## src/rtl/core_sequencer.sv

```systemverilog
// core_sequencer: multi-cycle FETCH/DECODE/EXECUTE/MEM/WRITEBACK control FSM
// for the RV32I core, with a shared memory port, instret counter and watchdog.
//
// Ports:
//   clk, rst            clock; synchronous active-high reset
//   mem_req/we/addr_sel shared memory port request (addr_sel 0=PC, 1=ALU)
//   mem_ready           memory accepts/completes the request this cycle
//   dec_*               decoded instruction class; cmp_taken branch result
//   ir_load, pc_write   IR capture and PC update enables
//   pc_sel              0=PC+4, 1=ALU target
//   reg_write, wb_sel   regfile enable; wb mux 0=ALU 1=load 2=PC+4
//   state               FETCH=0 DECODE=1 EXECUTE=2 MEM=3 WRITEBACK=4 HALT=5
//   halted, bus_error   sticky stop flags, cleared only by rst
//   instret             retired instruction count (wraps)
module core_sequencer #(
  parameter int MEM_TIMEOUT = 16,
  parameter int CNT_W       = 32
) (
  input  logic             clk,
  input  logic             rst,
  output logic             mem_req,
  output logic             mem_we,
  output logic             mem_addr_sel,
  input  logic             mem_ready,
  input  logic             dec_mem_read,
  input  logic             dec_mem_write,
  input  logic             dec_branch,
  input  logic             dec_jump,
  input  logic             dec_system,
  input  logic             cmp_taken,
  output logic             ir_load,
  output logic             pc_write,
  output logic             pc_sel,
  output logic             reg_write,
  output logic [1:0]       wb_sel,
  output logic [2:0]       state,
  output logic             halted,
  output logic             bus_error,
  output logic [CNT_W-1:0] instret
);

  localparam int WD_W =
    (MEM_TIMEOUT > 1) ? $clog2(MEM_TIMEOUT) : 1;

  typedef enum logic [2:0] {
    S_FETCH  = 3'd0,
    S_DECODE = 3'd1,
    S_EXEC   = 3'd2,
    S_MEM    = 3'd3,
    S_WB     = 3'd4,
    S_HALT   = 3'd5
  } state_t;

  state_t          cur;
  state_t          nxt;
  logic            l_read;
  logic            l_write;
  logic            l_branch;
  logic            l_jump;
  logic            l_taken;
  logic            berr;
  logic [CNT_W-1:0] cnt;
  logic [WD_W-1:0] wd;
  logic            wait_c;
  logic            expire;

  assign wait_c = mem_req && !mem_ready;

  // Expiry is judged on the last allowed wait cycle; a
  // mem_ready in that cycle clears wait_c and so wins.
  assign expire = (MEM_TIMEOUT != 0) && wait_c &&
                  (wd == WD_W'(MEM_TIMEOUT - 1));

  always_comb begin
    nxt = cur;
    unique case (cur)
      S_FETCH: begin
        if (mem_ready)   nxt = S_DECODE;
        else if (expire) nxt = S_HALT;
      end
      S_DECODE: nxt = S_EXEC;
      S_EXEC: begin
        if (dec_system)
          nxt = S_HALT;
        else if (dec_mem_read || dec_mem_write)
          nxt = S_MEM;
        else
          nxt = S_WB;
      end
      S_MEM: begin
        if (mem_ready)   nxt = S_WB;
        else if (expire) nxt = S_HALT;
      end
      S_WB:    nxt = S_FETCH;
      S_HALT:  nxt = S_HALT;
      default: nxt = S_FETCH;
    endcase
  end

  // Every output is forced low while rst is held,
  // whatever state the register still holds.
  always_comb begin
    mem_req      = 1'b0;
    mem_we       = 1'b0;
    mem_addr_sel = 1'b0;
    ir_load      = 1'b0;
    pc_write     = 1'b0;
    pc_sel       = 1'b0;
    reg_write    = 1'b0;
    wb_sel       = 2'd0;
    if (!rst) begin
      unique case (cur)
        S_FETCH: begin
          mem_req = 1'b1;
          ir_load = mem_ready;
        end
        S_MEM: begin
          mem_req      = 1'b1;
          mem_we       = l_write;
          mem_addr_sel = 1'b1;
        end
        S_WB: begin
          pc_write  = 1'b1;
          pc_sel    = l_jump | (l_branch & l_taken);
          reg_write = ~(l_write | l_branch);
          unique case (1'b1)
            l_read:  wb_sel = 2'd1;
            l_jump:  wb_sel = 2'd2;
            default: wb_sel = 2'd0;
          endcase
        end
        default: ;
      endcase
    end
  end

  assign state     = rst ? 3'd0 : cur;
  assign halted    = !rst && (cur == S_HALT);
  assign bus_error = !rst && berr;
  assign instret   = rst ? '0 : cnt;

  always_ff @(posedge clk) begin
    if (rst) begin
      cur      <= S_FETCH;
      cnt      <= '0;
      berr     <= 1'b0;
      wd       <= '0;
      l_read   <= 1'b0;
      l_write  <= 1'b0;
      l_branch <= 1'b0;
      l_jump   <= 1'b0;
      l_taken  <= 1'b0;
    end else begin
      cur <= nxt;
      if (cur == S_EXEC) begin
        // read+write together is treated as a store
        l_read   <= dec_mem_read & ~dec_mem_write;
        l_write  <= dec_mem_write;
        l_branch <= dec_branch;
        l_jump   <= dec_jump;
        l_taken  <= cmp_taken;
      end
      if (cur == S_WB)
        cnt <= cnt + 1'b1;
      if (expire)
        berr <= 1'b1;
      if (wait_c && !expire && nxt == cur)
        wd <= wd + 1'b1;
      else
        wd <= '0;
    end
  end

endmodule

```

## config.mk

```make
export PLATFORM = sky130hd
export DESIGN_NAME = core_sequencer
export DESIGN_NICKNAME = d
export VERILOG_FILES = /design/src/rtl/core_sequencer.sv
export SDC_FILE = /design/constraint.sdc
export NUM_CORES = 1
export LEC_CHECK = 0
export CORE_ASPECT_RATIO = 0.5
export CORE_UTILIZATION = 54
export CTS_CLUSTER_DIAMETER = 120
export DETAILED_ROUTE_END_ITERATION = 7
export PLACE_DENSITY = 0.83
export SETUP_SLACK_MARGIN = 0.4
export SLEW_MARGIN = 20
export SYNTH_ARGS = -nofsm -noshare
export SYNTH_HDL_FRONTEND = slang
export SYNTH_SLANG_ARGS = --single-unit
```

## constraint.sdc

```tcl
create_clock -name clk -period 3.7 [get_ports clk]
set_clock_uncertainty 0.05 [all_clocks]
set_input_delay 0.925 -clock clk [delete_from_list [all_inputs] [get_ports clk]]
set_output_delay 0.925 -clock clk [all_outputs]
set_load 0.01 [all_outputs]
```

# [Yosys cells after proc, flatten, opt, wreduce, memory -nomap -nowiden]
# Cells that the tools add are included.
[op_classes] reduce_logical=13 eq_ne=7 mux=25 bitwise=7 addsub=2
[ops] operator="adder 32 x 1 -> 32 bit, second input constant" count=1
[ops] operator="two-way mux 32 bit" count=1
[ops] operator="two-way mux 3 bit" count=6
[ops] operator="case mux 3 bit (5 select lines)" count=1
[ops] operator="two-way mux 1 bit" count=14
[ops] operator="equality test 3 x 2 -> 1 bit, second input constant" count=2
[ops] operator="equality test 3 bit, second input constant" count=2
[ops] operator="logical AND 1 bit" count=6
[ops] operator="adder 4 x 1 -> 4 bit, second input constant" count=1
[ops] operator="equality test 4 bit, second input constant" count=1
[ops] operator="two-way mux 2 bit" count=2
[ops] operator="case mux 2 bit (2 select lines)" count=1
[ops] operator="OR reduction 2 bit" count=2
[ops] operator="equality test 3 x 1 -> 1 bit, second input constant" count=1
[ops] operator="equality test 3 bit" count=1
[ops] operator="zero test 1 bit" count=3
[ops] operator="zero test 3 bit" count=1
[ops] operator="inverter 1 bit" count=3
[ops] operator="bitwise AND 1 bit" count=2
[ops] operator="OR 1 bit" count=2
[ops] operator="logical OR 1 bit" count=1
[totals] elab_cells=63 output_inout_bits=46 regBits=45 inputBits=9

# [Depth between registers and ports, before layout]
# Gate-level depths: netlist of run 1.
[depth] word_depth=13 mapped_depth=6 ltp_nobuf=5

# [Worst setup path after synthesis of run 1]
# OpenSTA, ideal clock, no wires.
[synth_path] path_type="input to output" start="in rst" end="out instret[10]" t_arrival_ps=1872 path_buffers=3 t_required_ps=2725 path_stages=4 setup_slack_ps=853 path_cell_list="clkbuf_1 -> buf_1 -> buf_1 -> nor2_1"
[synth_via] elab_chain_len=1
[synth_rtl] element="start, declared" line_no="20" text="input logic rst,"
[synth_rtl] element="two-way mux 32 bit" line_no="140" text="assign instret = rst ? '0 : cnt;"
[synth_rtl] element="end, declared" line_no="39" text="output logic [CNT_W-1:0] instret"
# No other way between the ends.

# [Final worst setup path of run 1]
[layout_path] start="in rst" end="out reg_write"
[layout_via] elab_chain_len=1
[layout_rtl] element="two-way mux 1 bit" line_no="111" text="if (!rst) begin"
[layout_rtl] element="end, declared" line_no="34" text="output logic reg_write,"
# No other way between the ends.

==> results.json, run 1 <==
{
  "drv_slew": 0,
  "peakVddDrop_v": 0.000216,
  "tns_ns": 0,
  "place_area_mm2": 0.00297,
  "vias_per_cell": 5.60,
  "startpoint_type": "primary input",
  "dp_slack_ns": 0.442,
  "final_layout_size_suffix_gt1_share_pct": 8.96,
  "syn_to_final_growth_pct": 27.6,
  "worstReg2RegEnd": "cnt[30]",
  "p_total_mw": 0.968,
  "cts_tree": "yes",
  "max_stage_delay_ns": 0.56,
  "clockBufferDepth": 2,
  "path_cells": "buf_2 -> or2b_1 -> inv_1 -> nand2_1 -> nor3_1 -> clkdlybuf4s50_1",
  "cts_hold_buf": 0,
  "cts_made_buffers": 5,
  "hold_viol": 0,
  "critPathMaxFanout": 4,
  "cts_root_buf": "clkbuf_8",
  "tightest_slew_ns": 0.699,
  "die_w_um": 96.7,
  "port-buffer-count": 54,
  "synth-main-ff-cell": "dfxtp_1",
  "avgRoutedWirePerCell_um": 13.3,
  "core-area_mm2": 0.00410,
  "period_share_pct": 85.6,
  "die_area_mm2": 0.00477,
  "status": "completed",
  "grt_use_total_pct": 22.1,
  "synthArstFlopShare_pct": 0,
  "syn_inst": 285,
  "synth_area_mm2": 0.00242,
  "path_delay_family": "buffers and inverters",
  "gp_congestion": 0.828,
  "worst_path_max_delay_cell": "clkdlybuf4s50_1",
  "cts.clk_slew.worst_paths_ns": 0.08,
  "cts.htree.levels": 2,
  "fillers": 313,
  "die_y_um": 49.4,
  "path_buf_inv": 3,
  "drtIter0Drc": 106,
  "critPathArrivalTime_ns": 2.19,
  "final_antenna_net_count": 0,
  "synthTopCellsByArea": "dfxtp_1 (37%), nor2b_1 (8.0%), nor2_1 (5.4%)",
  "yosysSeqAreaShare_pct": 37.2,
  "fin_area_mm2": 0.00309,
  "wl_mm": 5.17,
  "multiInputGateArea_mm2": 0.00143,
  "rows": 16,
  "p_leak_nw": 1.11,
  "synth_top_area_share_pct": 37.2,
  "synth_commonest_cells": "dfxtp_1 (45), nor2_1 (35), nor2b_1 (31)",
  "powerDensity_mw_per_mm2": 313,
  "yosys.area.top_type": "dfxtp_1",
  "crit-reg2reg-launch": "cnt[0]",
  "yosysWarnings": 0,
  "diodes": 0,
  "grt_max_degree": 45,
  "initial_core_util_pct": 59.0,
  "postSynthAreaPerCell_um2": 8.50,
  "antenna_found_initial": 0,
  "r2r_cells": 5,
  "seqCellArea_um2": 901,
  "r2r_slack_ns": 1.57,
  "final_cells": 389,
  "grt_pass1_vias": 1935,
  "cp-startpoint": "rst",
  "post-route-util_pct": 75.3,
  "rsz0062_at_grt": "no",
  "setup_slack_ns": 0.533,
  "post_cts_buffers": 0,
  "gr-total-overflow": 0,
  "cp.depth": 6,
  "cp-endpoint": "reg_write",
  "critPathCaptureType": "output port",
  "hpwl_mm": 3.63,
  "synth_cell_types": 43,
  "cp.required_ns": 2.72,
  "relSlewSlack_pct": 53.3,
  "setup.worst_path.class": "primary input to output port",
  "synth_seq_cells": 45,
  "hold_slack_ns": 0.429,
  "synth_nets": 296,
  "first_pass_iters": 4,
  "post_cts_resized": 0,
  "synth_edf_count": 0,
  "cap_violations": 0,
  "dpl.cell_count": 381,
  "min_path_type": "flip-flop to flip-flop",
  "pin_count": 55,
  "clk_latency_ns": 0.29,
  "drc": 0,
  "vias": 2179,
  "fmax_mhz": 316,
  "numClockSinks": 45,
  "setup_violations": 0,
  "final.min_clock_period_ns": 3.17,
  "final_nets": 345,
  "synth_most_common_cell": "dfxtp_1",
  "grt_pass1_wl_mm": 8.75
}
flip-flops by register name (all words and copies together), names as in the netlist:
name,flops
cnt,32
wd,4
cur,3
berr,1
l_branch,1
l_jump,1
l_read,1
l_taken,1
l_write,1
cells by family (layout without fill, tap and decap cells):
group,Yosys count,in the layout,share of synthesized area (%)
AO/OA/AOI/OAI,41,41,10.4
buffers and inverters,21,71,3.93
AND/OR/NAND/NOR,152,152,37.7
multiplexers,13,13,5.79
flip-flops,45,45,37.2
XOR/XNOR,11,11,3.98
adder cells (fa/ha/maj),2,2,1.03
worst reg2reg max path, cell delays in order, from the launching register on:
cell     delay (ns)
dfxtp_1        0.49
ha_1           0.23
nor3b_2        0.38
nand4_2        0.28
or4_1          0.47
a21oi_1        0.17
power breakdown:
part	leakage [nW]	total, mW	internal [mW]	switching [mW]
registers	0.363	0.507	0.492	0.0151
clock network	0.0585	0.382	0.220	0.162
logic	0.687	0.0792	0.0379	0.0413
total	1.11	0.968	0.750	0.219
how the worst min path moves through the flow:
stage | from | to | cells past startpoint
CTS | l_read | l_read | 2
detailed placement | l_read | l_read | 2
finish | l_read | l_read | 2
floorplan | wd[3] | wd[3] | 1
global route | l_read | l_read | 2
global placement | wd[3] | wd[3] | 1
metal layers:
layer	GRT usage, %	vias to the layer above	part of all wire (%)
met5	0	-	0
met4	4.23	0	0.41
met3	5.87	4	4.3
met2	37.6	50	45
met1	28.5	1007	50
li1	-	1118	-
cell type report:
type / instances / share of cell area (%)
inverters: 7 / 0.850
flip-flops and latches: 45 / 29.1
clock buffers: 7 / 2.79
multi-input cells: 219 / 46.2
clock inverters: 1 / 0.972
well taps: 54 / 2.19
repair buffers: 56 / 17.9
cells in the final DEF, fill, tap and decap left out, drive strengths merged, types with 7 or more instances in the layout:
master         netlist  routed
inv                  7       7
xor2                 8       8
clkdlybuf4s50        0      52
nor2                35      35
mux2                 8       8
nand4               12      12
clkbuf               8       7
dfxtp               45      45
nor3                11      11
nand2               12      12
a21oi               19      19
or4                 10      10
nor2b               31      31
nand3                9       9
o31ai               10      10
No activity file was read; power rests on OpenSTA's default activity.
==> inputs of run 2 (changes only) <==
--- a/config.mk
+++ b/config.mk
@@ -9,6 +9,7 @@
 export CORE_UTILIZATION = 54
 export CTS_CLUSTER_DIAMETER = 120
 export DETAILED_ROUTE_END_ITERATION = 7
+export GPL_TIMING_DRIVEN = 0
 export PLACE_DENSITY = 0.83
 export SETUP_SLACK_MARGIN = 0.4
 export SLEW_MARGIN = 20
==> results.json, run 2 (synthesis results as in run 1) <==
{
  "die_w_um": 96.7,
  "largest_register_ffs": 32,
  "setup.worst_path.class": "primary input to output port",
  "antenna_found_initial": 0,
  "setup_slack_ns": 0.457,
  "die_area_mm2": 0.00477,
  "p_switching_mw": 0.239,
  "numClockSinks": 45,
  "port-buffer-count": 54,
  "dp_slack_ns": -0.614,
  "final_layout_size_suffix_gt1_share_pct": 10.4,
  "critPathArrivalTime_ns": 2.27,
  "grt_use_total_pct": 25.4,
  "die_y_um": 49.4,
  "clk_latency_ns": 0.30,
  "post-route-util_pct": 76.8,
  "vias_per_cell": 5.77,
  "cts_root_buf": "clkbuf_8",
  "p_comb_share_pct": 9.6,
  "power.clock.fraction_pct": 39.9,
  "fmax_mhz": 308,
  "internal_power_mw": 0.753,
  "drtIter0Drc": 117,
  "worst_path_max_delay_cell": "clkdlybuf4s50_1",
  "grt_pass1_vias": 2186,
  "max_stage_delay_ns": 0.52,
  "avgRoutedWirePerCell_um": 15.1,
  "peakVddDrop_v": 0.000217,
  "post_cts_buffers": 0,
  "vias": 2315,
  "path_buf_inv": 2,
  "tightest_slew_ns": 0.698,
  "drv_slew": 0,
  "drc": 0,
  "min_path_type": "flip-flop to flip-flop",
  "wl_mm": 6.07,
  "cts_hold_buf": 0,
  "setup_violations": 0,
  "gp_congestion": 0.881,
  "regMostFlops": "cnt",
  "crit-reg2reg-launch": "cnt[0]",
  "post_cts_resized": 42,
  "critPathMaxFanout": 5,
  "path_cells": "dlygate4sd2_1 -> or2_4 -> nor2_1 -> and2_1 -> clkdlybuf4s50_1",
  "p_sw_share_pct": 24.1,
  "initial_core_util_pct": 59.0,
  "p_leak_nw": 1.30,
  "hold_viol": 0,
  "hold_slack_ns": 0.428,
  "final_nets": 357,
  "path_delay_family": "buffers and inverters",
  "startpoint_type": "primary input",
  "final.min_clock_period_ns": 3.24,
  "cts.clk_slew.worst_paths_ns": 0.08,
  "first_pass_iters": 4,
  "layout_common_cells": "dfxtp_1 (45), nor2_1 (35), nor2b_1 (31)",
  "powerDensity_mw_per_mm2": 315,
  "hpwl_mm": 4.24,
  "cp.required_ns": 2.72,
  "reg_top3": "cnt: 32 flops, wd: 4 flops, cur: 3 flops",
  "diodes": 0,
  "clockBufferDepth": 2,
  "layout_commonest_cell": "dfxtp_1",
  "core-area_mm2": 0.00410,
  "cts_tree": "yes",
  "seq_power_share_pct": 50.5,
  "grt_max_degree": 15,
  "pin_count": 55,
  "cts_made_buffers": 5,
  "cts.htree.levels": 2,
  "cp-startpoint": "rst",
  "relSlewSlack_pct": 53.4,
  "rsz0062_at_grt": "no",
  "critPathCaptureType": "output port",
  "grt_pass1_wl_mm": 9.87,
  "final_antenna_net_count": 0,
  "gr-total-overflow": 0,
  "hp-start": "l_read",
  "rows": 16,
  "status": "completed",
  "syn_to_final_growth_pct": 30.1,
  "period_share_pct": 87.6,
  "cap_violations": 0
}
## run 2: changes by cell type in the layout (fill, tap and decap cells not counted), moves of 2 or more
cell	previous run	this run
buf_6	0	3
clkbuf_1	1	5
clkdlybuf4s50_1	52	23
clkbuf_4	0	2
dlygate4sd2_1	0	29
## run 2: path summary, 6_finish.rpt
check	to	slack, ns	depth (start not counted)
max	mem_we	0.46	5
min	l_read	0.43	2
max reg2reg	cnt[30]	1.53	5
min reg2reg	l_read	0.43	2
## run 2: through the flow
step                TNS (ns)  total power, mW  instance area, um2  instances
finish                     0            0.992                3150        401
global route               0             1.02                3150        401
CTS                        0            0.991                3150        401
detailed placement     -4.56            0.604                3030        393
global placement       -4.85            0.600                3030        393
floorplan                  0            0.566                2420        285
## run 2: metal layers
metal,global-route usage (%),share of wire (%),up-vias
met5,0,0,-
met4,6.22,1.3,0
met3,6.45,5.4,16
met2,44.4,46,77
met1,31.7,47,1088
li1,-,-,1134
## run 2: area by class of cell
class                   count  area [um2]
clock inverters             2        37.5
repair buffers             54         509
fillers                   309         953
plain buffers              14        97.6
clock buffers               6        82.6
inverters                   7        26.3
well taps                  54        67.6
flip-flops and latches     45         901
multi-input cells         219        1430
## run 2: power groups by stage
stage	sequential [mW]	clock, mW	combinational, mW
6_report	0.501	0.396	0.0948
2_1_floorplan	0.510	0	0.0558
3_5_place_dp	0.512	0	0.0914
3_3_place_gp	0.512	0	0.0878
4_1_cts	0.501	0.396	0.0944
5_1_grt	0.503	0.418	0.103
## run 2: worst register-to-register path, delay by kind of cell, from the launching register on
family / cells / cell delay [ns]
AOI/OAI and AO/OA: 1 / 0.15
DFF: 1 / 0.48
and+or+nand+nor: 3 / 1.18
adders and majority gates: 1 / 0.25
